## src/rtl/fsm_2.sv

```systemverilog
// fsm_2: door-lock / intrusion-alarm Moore controller with optional auto-relock timer
module fsm_2 #(
  parameter int RELOCK_CYCLES = 16
) (
  input  logic clk,
  input  logic rst,
  input  logic pin_correct,
  input  logic door_closed,
  input  logic intruder_detected,
  output logic lock_state,
  output logic alarm_state
);
  localparam int CW = (RELOCK_CYCLES > 0) ? $clog2(RELOCK_CYCLES + 1) : 1;
  localparam logic [CW-1:0] CMAX = CW'(RELOCK_CYCLES);
  typedef enum logic [1:0] {UNLOCKED = 2'b00, LOCKED = 2'b01, ALARM = 2'b10} state_t;
  state_t state_q, state_d;
  logic [CW-1:0] cnt_q, cnt_d, cnt_inc;
  logic qual, hit;
  always_ff @(posedge clk or negedge rst) begin
    if (!rst) begin
      state_q <= UNLOCKED;
      cnt_q   <= '0;
    end else begin
      state_q <= state_d;
      cnt_q   <= cnt_d;
    end
  end
  assign qual    = (RELOCK_CYCLES != 0) && state_q == UNLOCKED && door_closed && !pin_correct;
  assign cnt_inc = (cnt_q == CMAX) ? cnt_q : cnt_q + 1'b1;
  assign hit     = qual && cnt_inc == CMAX;
  always_comb begin
    state_d = UNLOCKED;
    cnt_d   = (qual && !hit) ? cnt_inc : '0;
    case (state_q)
      UNLOCKED: state_d = ((pin_correct && door_closed) || hit) ? LOCKED : UNLOCKED;
      LOCKED:   state_d = (intruder_detected || !door_closed) ? ALARM : pin_correct ? UNLOCKED : LOCKED;
      ALARM:    state_d = (pin_correct && !intruder_detected) ? UNLOCKED : ALARM;
      default:  state_d = UNLOCKED;
    endcase
  end
  assign lock_state  = state_q == LOCKED || state_q == ALARM;
  assign alarm_state = state_q == ALARM;
endmodule

```

## config.mk

```make
export PLATFORM = sky130hd
export DESIGN_NAME = fsm_2
export DESIGN_NICKNAME = d
export VERILOG_FILES = /design/src/rtl/fsm_2.sv
export SDC_FILE = /design/constraint.sdc
export NUM_CORES = 1
export LEC_CHECK = 0
export CAP_MARGIN = 20
export CORE_AREA = 2 2 39 41
export DETAILED_ROUTE_END_ITERATION = 6
export DIE_AREA = 0 0 41 43
export GPL_TIMING_DRIVEN = 0
export PLACE_DENSITY = 0.67
export SYNTH_ARGS = -nofsm -noshare
export SYNTH_HDL_FRONTEND = slang
export SYNTH_SLANG_ARGS = --single-unit
```

## constraint.sdc

```tcl
create_clock -name clk -period 1.7 [get_ports clk]
set_input_delay 0.17 -clock clk [delete_from_list [all_inputs] [get_ports clk]]
set_output_delay 0.17 -clock clk [all_outputs]
set_load 0.005 [all_outputs]
```

After elaboration in Yosys (flattened, before gate mapping)
Cells that the tools add are included.
Widths: inputs -> output; s select.
{ "totals": {"register_bits": 7} }
{ "classes": {"add_sub_neg": 1, "eq_ne": 4, "muxes": 7, "reduce_logical": 14} }
{ "op_table": {"columns": ["cell", "count"], "rows": [
  ["$eq 5x5->1 const B", 2],
  ["$mux 5", 2],
  ["$logic_and 1x1->1", 6],
  ["$pmux 2 s3", 1],
  ["$add 5x1->5 const B", 1],
  ["$logic_not 1->1", 4],
  ["$mux 2", 2],
  ["$logic_or 1x1->1", 3],
  ["$eq 2x1->1 const B", 1],
  ["$eq 2x2->1 const B", 1],
  ["$logic_not 2->1", 1],
  ["$mux 1", 2]
]} }

Longest topological paths before layout
Gate-level depths: netlist (run 1).
{ "logic_depth": {"word_depth": 7, "mapped_depth": 6, "ltp_nobuf": 6} }

Worst setup path after synthesis (run 1)
OpenSTA, ideal clock, no wires.
{ "synth_timing": {"kind": "register to register", "startpoint": "register cnt_q[0]", "endpoint": "register cnt_q[4]", "setup_ns": 0.124, "arrival_time_ns": 1.251, "t_required_ns": 1.576, "slack_ns": 0.325, "path_stages_with_launch": 6, "n_path_buf": 0, "period_less_slack_ns": 1.375, "path_cell_list": "dfrtp_1 > ha_1 > and2b_1 > a211oi_2 > nand3_1 > nor3b_2"} }
{ "synth_via": {"elab_chain_len": 7} }
{ "synth_rtl": {"columns": ["item", "line", "source"], "rows": [
  ["from (decl)", "17", "logic [CW-1:0] cnt_q, cnt_d, cnt_inc;"],
  ["from (signal assigned)", "25", "cnt_q <= cnt_d;"],
  ["$add 5x1->5 or $eq 5x5->1 (tied branches)", "29", "assign cnt_inc = (cnt_q == CMAX) ? cnt_q : cnt_q + 1'b1;"],
  ["$mux 5 (*)", "29", null],
  ["$eq 5x5->1", "30", "assign hit = qual && cnt_inc == CMAX;"],
  ["$logic_and 1x1->1", "30", null],
  ["$logic_not 1->1", "33", "cnt_d = (qual && !hit) ? cnt_inc : '0;"],
  ["$logic_and 1x1->1", "33", null],
  ["$mux 5 (*)", "33", null],
  ["named net cnt_d[4]", "17", null]
]} }
The timed path passes the listed nets; every way through them passes the cells marked *.

Worst setup path in the final report (run 1)
{ "layout_timing": {"startpoint": "register state_q[0]", "endpoint": "output port alarm_state"} }
{ "layout_via": {"elab_chain_len": 1} }
{ "layout_rtl": {"columns": ["item", "line", "source"], "rows": [
  ["from (decl)", "16", "state_t state_q, state_d;"],
  ["from (signal assigned)", "24", "state_q <= state_d;"],
  ["$eq 2x2->1", "42", "assign alarm_state = state_q == ALARM;"],
  ["to (decl)", "11", "output logic alarm_state"]
]} }
No other way between the ends.

==> out/results.ini, run 1 <==
[sta]
maxSlewViolCount = 0
clock-skew-final_ps = 0.492
relSlewSlack = 0.790
tns_ps = 0
period_needed_ps = 1590
fmax_ghz = 0.627
finalHoldViolations = 0
grt_setup_unrepaired = no
finalCritPeriodShare = 0.938
tightest_slew_ps = 314
setup_viol = 0

[outcome]
status = finished, final reports clean

[power_and_ir_drop]
cellLeakagePower_nw = 0.273
vdd_drop_max_uv = 465
total_power_mw = 0.546
power_density_nw_per_um2 = 907

[yosys]
syn_area_per_cell_um2 = 9.71
ys_ff_latch = 7
synth_nets = 61
syn_inst = 50
synthDistinctLibCells = 21
synth_area_um2 = 485
synth-seq-area-share = 0.361
synth.yosys.warnings = 0

[placement]
hpwlAfterDp_um = 674
gp_congestion = 0.651
post_dp_cell_area_um2 = 566
port-buffer-count = 6
placed_cells = 72

[floorplanning]
core_area_um2 = 1380
initial_core_util = 0.351
die_w_um = 41
boundaryPins = 7
num_rows = 14
die_area_um2 = 1760
die_h_um = 43

[routing]
post_drt_wl_per_cell_um = 10.9
drt-pass1-iter-count = 1
drtAntennaViolNets = 0
routed_wl_um = 840
routed_via_density = 5.01
dr.first_iter.drc_count = 0
vias = 386
drc = 0

[clock_tree]
cts_made_buffers = 3
clock_path_buffers = 2
tritoncts = built
clock-root-buffer = clkbuf_4
cts_hold_buf = 0
cts.sinks = 7
htreeDepth = 1
path_clk_slew_ps = 50
clk_latency_ps = 240

[worst_setup_path]
crit_path_start_kind = flop
critPathKind = flop to output pin
max_stage_delay_ps = 510
crit_path_end_kind = output pin
worstPathRequired_ps = 1530
rr_worst_depth = 6
cp_cell_sequence = inv_1 -> ha_1 -> clkdlybuf4s50_1
arrival_ps = 1420
crit_fanout = 3
cpMaxStageDelayCell = clkdlybuf4s50_1

[grt]
grt_start_max_net_pins = 8
grt_pass1_wl_um = 1390
grt_pass1_vias = 371
antenna_found_initial = 0
grt-ovfl-total = 0
grt.total_usage = 0.121

[final_layout]
syn_to_final_growth_pct = 24.0
final_common_cell = dfrtp_1
layout_common_cells = 7 x dfrtp_1, 6 x ha_1, 5 x inv_1, 5 x clkdlybuf4s50_1, 4 x nor2_1
fin_util = 0.435
fin_cells = 77
stdcell_area_um2 = 602
drive_above_1_share = 0.131
fin_nets = 73
num-fill-cells = 144
diodes = 0

[min_path]
hold_class = primary input to asynchronous set/reset pin

[flow_run]
maxCapViolCount = 0

## synthesized netlist by cell type, drive strengths merged
| cell | n | area share |
|---|---|---|
| o21ai | 2 | 0.021 |
| nor2b | 2 | 0.026 |
| a211oi | 1 | 0.026 |
| ha | 6 | 0.15 |
| and4bb | 1 | 0.026 |
| nand2b | 2 | 0.026 |
| a31oi | 1 | 0.013 |
| o2bb2ai | 1 | 0.018 |
| and2b | 2 | 0.034 |
| nor3b | 2 | 0.041 |
| a21oi | 3 | 0.031 |
| xor2 | 2 | 0.036 |
| nor2 | 4 | 0.031 |
| dfrtp | 7 | 0.36 |
| nand3b | 2 | 0.031 |
| nand4 | 1 | 0.013 |
| inv | 6 | 0.046 |
| nand3 | 3 | 0.031 |
| xnor2 | 2 | 0.036 |
## where the power goes
part / internal (mW) / leakage (nW) / switching, mW
sequential: 0.188 / 0.0953 / 0.0218
combinational: 0.102 / 0.162 / 0.0887
clock: 0.0892 / 0.0150 / 0.0562
total: 0.379 / 0.273 / 0.167
## worst max-delay path, delay by kind of cell, from the launching register on
kind,cells,cell delay (ps)
fa+ha+maj,1,190
buf+inv,2,600
flops,1,390
## per-stage QoR
step                setup WS [ps]  hold slack (ps)
floorplan                     325             -126
global placement              194              439
detailed placement            190              455
CTS                          42.3              185
global route                 4.84              192
finish                        106              184
## cells by family (layout without fill, tap and decap cells)
group / Yosys count / after routing / synth area share
AND/OR/NAND/NOR: 19 / 19 / 0.258
XOR/XNOR: 4 / 4 / 0.0722
buffers and inverters: 6 / 17 / 0.0464
flip-flops: 7 / 7 / 0.361
adder cells (fa/ha/maj): 6 / 6 / 0.155
AO/OA/AOI/OAI: 8 / 8 / 0.108
## final timing paths
| kind | slack (ps) | startpoint | end |
|---|---|---|---|
| hold / removal | 180 | rst | cnt_q[1] |
| setup reg to reg | 170 | cnt_q[0] | cnt_q[4] |
| hold reg to reg | 620 | cnt_q[3] | cnt_q[3] |
| max in group asynchronous | 1280 | rst | cnt_q[2] |
| setup / recovery | 110 | state_q[0] | alarm_state |
| min in group clk | 610 | intruder_detected | state_q[1] |
## cell type report
type                       instances  area (um^2)  share of cell area
inverter                           6         22.5              0.0374
multi-input combinational         37          288               0.478
clock buffer                       4         26.3              0.0437
sequential                         7          175               0.291
timing repair buffer               7         70.1               0.116
tap                               16         20.0              0.0333
## registers in the layout, summed over array words and instances, names as in the netlist
name	flops
state_q	2
cnt_q	5
## layer usage
| metal | track usage | up-vias | part of all wire |
|---|---|---|---|
| li1 | - | 195 | - |
| met4 | 0.0800 | 0 | 0.013 |
| met1 | 0.125 | 183 | 0.41 |
| met2 | 0.191 | 6 | 0.54 |
| met5 | 0 | - | 0 |
| met3 | 0.0471 | 2 | 0.040 |
## timing repair
action / 4_1_cts / 5_1_grt
setup buffers: 0 / 1
endpoints found under the setup margin: 0 / 2
resized for setup: 0 / 2
Power figures use the tool's default switching activity.
==> run 2, diff against run 1 <==
--- a/config.mk
+++ b/config.mk
@@ -11,6 +11,7 @@
 export DIE_AREA = 0 0 41 43
 export GPL_TIMING_DRIVEN = 0
 export PLACE_DENSITY = 0.67
+export SKIP_CTS_REPAIR_TIMING = 1
 export SYNTH_ARGS = -nofsm -noshare
 export SYNTH_HDL_FRONTEND = slang
 export SYNTH_SLANG_ARGS = --single-unit
==> results of run 2 <==
The final DEF is identical to that of run 1; final timing and power are the same.
